<file path="config.mk">
export PLATFORM = sky130hd
export DESIGN_NAME = frame_switch_master
export DESIGN_NICKNAME = d
export VERILOG_FILES = /design/src/rtl/frame_ctrl_pkg.sv /design/src/rtl/frame_switch_master.sv
export SDC_FILE = /design/constraint.sdc
export NUM_CORES = 1
export LEC_CHECK = 0
export CAP_MARGIN = 20
export CORE_MARGIN = 2
export CORE_UTILIZATION = 42
export CTS_CLUSTER_DIAMETER = 100
export DETAILED_ROUTE_END_ITERATION = 12
export MAX_ROUTING_LAYER = met4
export PLACE_DENSITY_LB_ADDON = 0.2
export SETUP_SLACK_MARGIN = 0.4
export SLEW_MARGIN = 20
export SYNTH_ARGS = -nofsm -noshare
export SYNTH_HDL_FRONTEND = slang
export SYNTH_SLANG_ARGS = --single-unit
export TNS_END_PERCENT = 100
</file>
<file path="constraint.sdc">
create_clock -name csi_clk -period 1.56 [get_ports csi_clk]
set_input_delay 0.312 -clock csi_clk [delete_from_list [all_inputs] [get_ports csi_clk]]
set_output_delay 0.312 -clock csi_clk [all_outputs]
set_load 0.05 [all_outputs]
</file>
<file path="src/rtl/frame_ctrl_pkg.sv">
// ============================================================================
// Module   : frame_ctrl_pkg
// Purpose  : Shared types and constants for the frame buffer switch master.
//            Holds the FSM state encoding, the register addresses of the
//            buffer switch controller and the value written to SW1 at start-up.
// Revision : 1.0 - initial release
// ============================================================================
`default_nettype none

package frame_ctrl_pkg;

    typedef enum logic [1:0] {
        ST_INIT   = 2'd0,
        ST_IDLE   = 2'd1,
        ST_WR_SW1 = 2'd2,
        ST_WR_SW0 = 2'd3
    } state_t;

    localparam logic [1:0] ADDR_SW0     = 2'd0;
    localparam logic [1:0] ADDR_SW1     = 2'd1;
    localparam logic       INIT_SW1_VAL = 1'b1;

endpackage

`default_nettype wire

</file>
<file path="src/rtl/frame_switch_master.sv">
// ============================================================================
// Module   : frame_switch_master
// Purpose  : Avalon-MM write master for the ping-pong frame buffer switch.
//            Hands each completed capture buffer to the compression consumer
//            with two register writes (SW1 then SW0), drops frames while the
//            consumer still owns a buffer, and aborts stalled writes.
// Ports    : csi_clk / rsi_reset_n      clock, async active-low reset
//            coe_frame_done             capture finished a buffer (pulse)
//            coe_read_done              consumer finished its buffer (pulse)
//            avm_m0_*                   Avalon-MM write master
//            coe_busy                   FSM not idle
//            coe_cap_buf                buffer currently given to capture
//            coe_frame_drop             pulse per dropped frame
//            coe_drop_count             saturating dropped-frame count
//            coe_bus_error              sticky write-timeout flag
// Revision : 1.0 - initial release
// ============================================================================
`default_nettype none

module frame_switch_master
    import frame_ctrl_pkg::*;
#(
    parameter int WAIT_TIMEOUT = 255,
    parameter int DROP_W       = 8
) (
    input  logic              csi_clk,
    input  logic              rsi_reset_n,
    input  logic              coe_frame_done,
    input  logic              coe_read_done,
    output logic [1:0]        avm_m0_address,
    output logic              avm_m0_write,
    output logic [31:0]       avm_m0_writedata,
    input  logic              avm_m0_waitrequest,
    output logic              coe_busy,
    output logic              coe_cap_buf,
    output logic              coe_frame_drop,
    output logic [DROP_W-1:0] coe_drop_count,
    output logic              coe_bus_error
);

    localparam int                  STALL_W    = $clog2(WAIT_TIMEOUT + 1);
    localparam logic [STALL_W-1:0]  STALL_LAST = STALL_W'(WAIT_TIMEOUT - 1);
    localparam logic [DROP_W-1:0]   DROP_MAX   = '1;

    state_t              state, state_nxt;
    logic                cap_buf, cap_buf_nxt;
    logic                rd_owned, rd_owned_nxt;
    logic                pend, pend_nxt;
    logic [STALL_W-1:0]  stall_cnt, stall_cnt_nxt;
    logic                write, write_nxt;
    logic [1:0]          address, address_nxt;
    logic                wdata, wdata_nxt;
    logic                busy, busy_nxt;
    logic                frame_drop, frame_drop_nxt;
    logic [DROP_W-1:0]   drop_count, drop_count_nxt;
    logic                bus_error, bus_error_nxt;

    logic                wr_done;
    logic                wr_stall;
    logic                timeout;
    logic                drop_req;

    always_ff @(posedge csi_clk or negedge rsi_reset_n) begin
        if (!rsi_reset_n) begin
            state      <= ST_INIT;
            cap_buf    <= 1'b0;
            rd_owned   <= 1'b0;
            pend       <= 1'b0;
            stall_cnt  <= '0;
            write      <= 1'b0;
            address    <= 2'd0;
            wdata      <= 1'b0;
            busy       <= 1'b0;
            frame_drop <= 1'b0;
            drop_count <= '0;
            bus_error  <= 1'b0;
        end else begin
            state      <= state_nxt;
            cap_buf    <= cap_buf_nxt;
            rd_owned   <= rd_owned_nxt;
            pend       <= pend_nxt;
            stall_cnt  <= stall_cnt_nxt;
            write      <= write_nxt;
            address    <= address_nxt;
            wdata      <= wdata_nxt;
            busy       <= busy_nxt;
            frame_drop <= frame_drop_nxt;
            drop_count <= drop_count_nxt;
            bus_error  <= bus_error_nxt;
        end
    end

    always_comb begin
        state_nxt      = state;
        cap_buf_nxt    = cap_buf;
        rd_owned_nxt   = rd_owned;
        pend_nxt       = pend;
        stall_cnt_nxt  = stall_cnt;
        write_nxt      = write;
        address_nxt    = address;
        wdata_nxt      = wdata;
        frame_drop_nxt = 1'b0;
        drop_count_nxt = drop_count;
        bus_error_nxt  = bus_error;
        drop_req       = 1'b0;

        wr_done  = write & ~avm_m0_waitrequest;
        wr_stall = write & avm_m0_waitrequest;
        timeout  = wr_stall && (stall_cnt == STALL_LAST);

        if (wr_stall) begin
            stall_cnt_nxt = stall_cnt + STALL_W'(1);
        end

        if (coe_read_done) begin
            rd_owned_nxt = 1'b0;
        end

        case (state)
            ST_INIT: begin
                if (!write) begin
                    write_nxt     = 1'b1;
                    address_nxt   = ADDR_SW1;
                    wdata_nxt     = INIT_SW1_VAL;
                    stall_cnt_nxt = '0;
                end else if (wr_done) begin
                    write_nxt = 1'b0;
                    state_nxt = ST_IDLE;
                end
            end
            ST_IDLE: begin
                // A latched frame and a fresh frame_done are one event; the
                // latch is consumed here so a frame arriving during the
                // handover can be latched again.
                if (coe_frame_done || pend) begin
                    pend_nxt = 1'b0;
                    // read_done in the same cycle frees the consumer first
                    if (rd_owned && !coe_read_done) begin
                        drop_req = 1'b1;
                    end else begin
                        state_nxt     = ST_WR_SW1;
                        write_nxt     = 1'b1;
                        address_nxt   = ADDR_SW1;
                        wdata_nxt     = cap_buf;
                        stall_cnt_nxt = '0;
                    end
                end
            end
            ST_WR_SW1: begin
                if (wr_done) begin
                    state_nxt     = ST_WR_SW0;
                    address_nxt   = ADDR_SW0;
                    wdata_nxt     = ~cap_buf;
                    stall_cnt_nxt = '0;
                end
            end
            ST_WR_SW0: begin
                if (wr_done) begin
                    state_nxt    = ST_IDLE;
                    write_nxt    = 1'b0;
                    cap_buf_nxt  = ~cap_buf;
                    rd_owned_nxt = 1'b1;
                end
            end
            default: begin
                state_nxt = ST_INIT;
                write_nxt = 1'b0;
            end
        endcase

        // Only one frame can wait behind a busy period; a second one is lost.
        if (state != ST_IDLE && coe_frame_done) begin
            if (pend) begin
                drop_req = 1'b1;
            end else begin
                pend_nxt = 1'b1;
            end
        end

        if (timeout) begin
            state_nxt     = ST_IDLE;
            write_nxt     = 1'b0;
            bus_error_nxt = 1'b1;
            pend_nxt      = 1'b0;
        end

        if (drop_req) begin
            frame_drop_nxt = 1'b1;
            if (drop_count != DROP_MAX) begin
                drop_count_nxt = drop_count + DROP_W'(1);
            end
        end

        busy_nxt = (state_nxt != ST_IDLE);
    end

    assign avm_m0_address   = address;
    assign avm_m0_write     = write;
    assign avm_m0_writedata = {31'd0, wdata};
    assign coe_busy         = busy;
    assign coe_cap_buf      = cap_buf;
    assign coe_frame_drop   = frame_drop;
    assign coe_drop_count   = drop_count;
    assign coe_bus_error    = bus_error;

endmodule

`default_nettype wire

</file>
# == After elaboration in Yosys (flattened, before gate mapping) ==
# Index checks and enable logic that the tools add are counted.
# op_classes
addsub,2
eq_ne,14
muxes,44
bitwise,4
reduce_logical,12
# op_table
operator,n
$mux 8,5
$mux 1,24
$pmux 8 s3,1
$mux 2,10
$add 8x1->8 const B,2
$ne 3x3->1 const B,3
$eq 8x8->1 const B,1
$ne 2x2->1 const B,4
$ne 8x8->1 const B,1
$pmux 2 s4,1
$pmux 1 s3,2
$pmux 2 s3,1
$reduce_and 5->1,1
$eq 2x2->1 const B,2
$ne 2x1->1 const B,2
$reduce_and 2->1,2
$reduce_and 4->1,1
$reduce_bool 4->1,1
$logic_and 1x1->1,3
$reduce_bool 3->1,1
$and 1x1->1,2
$eq 2x1->1 const B,1
$logic_not 2->1,1
$not 1->1,2
other kinds (2),2
# word_totals
regBits,28
inputBits,5

# == Logic depth before layout (Yosys ltp) ==
# logic_depth
ltp_word,8
ltp_mapped,8

# == Worst setup path after synthesis ==
# No wires, ideal clock.
# synth_timing
path_kind,register to register
start,register write (netlist: avm_m0_write)
end,register wdata
setup_ps,125
arrival_time_ps,1635
required_time_ps,1435
path_slack_ps,-201
path_stages_with_launch,7
n_path_buf,2
path_cell_list,dfrtp_1 -> buf_6 -> nor2b_4 -> nand2b_1 -> and3_1 -> buf_6 -> mux2_4
# synth_between
elab_chain_cells,3
word_cells_on_any_way,4
# synth_rtl
element,line,text
start: declaration,frame_switch_master.sv:50,"logic write, write_nxt;"
start signal: assignment,frame_switch_master.sv:83,write <= write_nxt;
$and 1x1->1,frame_switch_master.sv:107,wr_done = write & ~avm_m0_waitrequest;
$ne 2x2->1 (no line),-,
$reduce_and 5->1 (no line) (*),-,
end signal: assignment,frame_switch_master.sv:85,wdata <= wdata_nxt;
end: declaration,frame_switch_master.sv:52,"logic wdata, wdata_nxt;"
# Every way passes the cells marked *; elsewhere a longest branch is shown, timed or not.
# A chain may end at the register's enable or synchronous reset.

# == Final worst setup path ==
# layout_timing
start,input port coe_frame_done
end,register wdata
# layout_between
elab_chain_cells,3
# layout_rtl
element,line,text
start: declaration,frame_switch_master.sv:28,"input logic coe_frame_done,"
$logic_or 1x1->1,frame_switch_master.sv:135,if (coe_frame_done || pend) begin
$ne 2x2->1 (no line),-,
$reduce_and 5->1 (no line),-,
# No other way between the ends.

==> flow_metrics.py <==
metrics = {
    "clock_tree": {
        "clk_latency_ns": 0.27,
        "numCtsBuffers": 3,
        "cts-root-to-sink-buffers": 2,
        "cts_tree": "yes",
        "htree_levels": 1,
        "root_buffer": "clkbuf_8",
        "holdBufCountCts": 0,
        "clock-sinks": 27,
        "path_clk_slew_ns": 0.09,
    },
    "timing": {
        "fin_crit_ns": 1.62,
        "hold_ws_ns": 0.400,
        "final_max_slew_viol_count": 0,
        "rsz0062_at_grt": "true",
        "fin_ws_ns": -0.0585,
        "fin_setup_tns_ns": -0.199,
        "finalCritPeriodShare_pct": 104,
        "timing.fmax_ghz": 0.618,
        "setup_viol": 10,
        "clock_skew_ns": 0.00173,
        "finalHoldViolCount": 0,
    },
    "detailed_routing": {
        "drtAntennaViolNets": 0,
        "drt_wl_total_um": 4130,
        "via_per_inst": 4.89,
        "vias": 1384,
        "dr.first_iter.drc_count": 34,
        "drt-pass1-iter-count": 4,
        "wl_per_cell_um": 14.6,
        "drc": 0,
    },
    "hold_path": {
        "hold_path.class": "in2async",
    },
    "pwr": {
        "p_total_mw": 2.76,
        "p_per_area_nw_per_um2": 1070,
        "ir_worst_vdd_uv": 895,
        "p_leak_nw": 1.18,
    },
    "grt": {
        "grtUsageTotal_pct": 20.4,
        "grt_overflow": 0,
        "grt_pass1_wl_um": 6680,
        "grt_max_degree": 28,
        "grt_pass1_vias": 1380,
        "grt_antenna_before_repair": 0,
    },
    "synth": {
        "synth_cell_type_count": 33,
        "synth_warnings": 0,
        "yosys.area_share.xor_xnor_pct": 6.29,
        "ys_seq_elements": 27,
        "synth_top_family_by_area": "buffers and inverters",
        "synth_top_cell_area_share_pct": 40.4,
        "syn_inst": 172,
        "yosys.area_share.simple_pct": 17.7,
        "ys_seq_area_share_pct": 40.4,
        "synthArstFlopShare_pct": 100,
        "synth.most_common_cell": "buf_4",
        "syn_area_per_cell_um2": 9.72,
        "ys.flop_type": "dfrtp_1",
        "synth_area_um2": 1670,
        "synth_common_cells": "buf_4 (33), dfrtp_1 (27), nor2_1 (17)",
        "yosysTopAreaCell": "dfrtp_1",
        "synthMuxAreaShare_pct": 3.44,
        "synthAdderAreaFrac_pct": 5.99,
        "synth_compound_area_share_pct": 7.34,
        "synth_area_leaders": "dfrtp_1 (40%), buf_4 (15%), ha_1 (6.0%)",
        "synth_edf_count": 0,
    },
    "placement": {
        "globalplace.congestion": 0.873,
        "place_inst": 250,
        "dp_hpwl_um": 2380,
        "place_ws_ns": -0.289,
        "io_buffer_count": 19,
    },
    "worst_setup_path": {
        "critical_path_class": "in2reg",
        "critical_path_arrival_ns": 1.79,
        "crit_path_end_kind": "flop",
        "cp.required_ns": 1.73,
        "path_max_fanout": 3,
        "crit_path_start_kind": "input pin",
    },
    "floorplanning": {
        "start_util_pct": 44.7,
        "die_h_um": 67.1,
        "floorplan.die.width_um": 67.1,
        "pin_count": 52,
        "floorplan.die_area_um2": 4500,
        "rows": 22,
        "core-area_um2": 3740,
    },
    "layout": {
        "area_growth_pct": 54.9,
        "fin_nets": 249,
        "antennaDiodeCount": 0,
        "drive_above_1_share_pct": 50.2,
        "fin_cells": 283,
    },
    "status": {
        "violations": "setup timing",
        "status": "finished, violations left",
    },
    "job": {
        "maxCapViolations": 0,
    },
}
-- report_power, final --
group | switching [mW] | internal, mW
registers | 0.152 | 0.811
clock network | 0.222 | 0.183
logic | 0.760 | 0.632
total | 1.13 | 1.63
-- registers in the layout (all words and copies together), names as in the netlist --
register        flops
avm_m0_write        1
coe_cap_buf         1
stall_cnt           8
coe_bus_error       1
state               2
coe_frame_drop      1
rd_owned            1
avm_m0_address      1
pend                1
coe_drop_count      8
coe_busy            1
wdata               1
-- cell usage in the layout (no fill, tap or decap), types with 3 or more instances in the layout --
cell type and instances:
buf_12 14, nand3_1 3, dfrtp_2 11, xor2_1 4
nor2_4 3, buf_4 33, a21oi_1 3, dfrtp_1 16
conb_1 32, buf_6 12, clkdlybuf4s50_1 3, inv_1 4
xnor2_1 8, nor2_1 13, a21oi_2 7, ha_4 4
nand2b_1 3, mux2_4 3, nand4_1 4, nand2_1 7
clkbuf_8 3
-- final cells by class --
class                      count  area [um^2]
inverter                       8         35.0
sequential                    27          689
clock buffer                   4         45.0
tap                           48         60.1
multi-input combinational    132         1030
fill                         284         1150
timing repair buffer          64          729
-- timing repair --
action / CTS / global route
cloned: 1 / 0
pin swaps: 16 / 12
setup buffers: 17 / 11
gates resized for setup: 42 / 13
setup endpoints to repair: 40 / 40
endpoints found under the hold margin: 0 / 0
-- worst max-delay path, stage by stage --
cell and delay, ns:
clkdlybuf4s50_1 0.52, nor2_1 0.08, o21ai_1 0.29, and3_4 0.30, mux2_4 0.30
-- layer usage --
layer	GRT usage (%)	wire length (um)	up-vias
met2	36.5	2300	49
met1	23.7	1570	687
met4	5.87	58	0
met5	-	0	-
li1	-	-	642
met3	2.53	198	6
-- kinds of logic after synthesis --
logic type                 after synthesis
other                                    1
xor gates and xnor gates                12
DFF                                     27
muxes                                    5
adders and majority gates                8
and+or+nand+nor                         55
AOI/OAI and AO/OA                       20
buffers and inverters                   44
-- stage by stage --
step           utilization, %  cell area [um^2]
4_1_cts                  65.8              2460
3_3_place_gp             55.8              2090
6_report                 69.2              2590
2_1_floorplan               -              1860
5_1_grt                  69.2              2590
3_5_place_dp             55.8              2090
-- worst paths after layout --
kind                                           startpoint                             to  slack (ns)  depth (start not counted)
worst max-delay path                       coe_frame_done              wdata$_DFFE_PN0P_       -0.06                          5
worst min-delay path                          rsi_reset_n       avm_m0_write$_DFFE_PN0P_        0.40                          2
worst max register to register         state[1]$_DFF_PN0_              wdata$_DFFE_PN0P_       -0.06                          7
worst min register to register  coe_bus_error$_DFFE_PN0P_      coe_bus_error$_DFFE_PN0P_        0.57                          1
max in group asynchronous                     rsi_reset_n  coe_drop_count[1]$_DFFE_PN0P_        0.87                          2
min in group csi_clk            coe_bus_error$_DFFE_PN0P_      coe_bus_error$_DFFE_PN0P_        0.57                          1
Power figures use the tool's default switching activity.
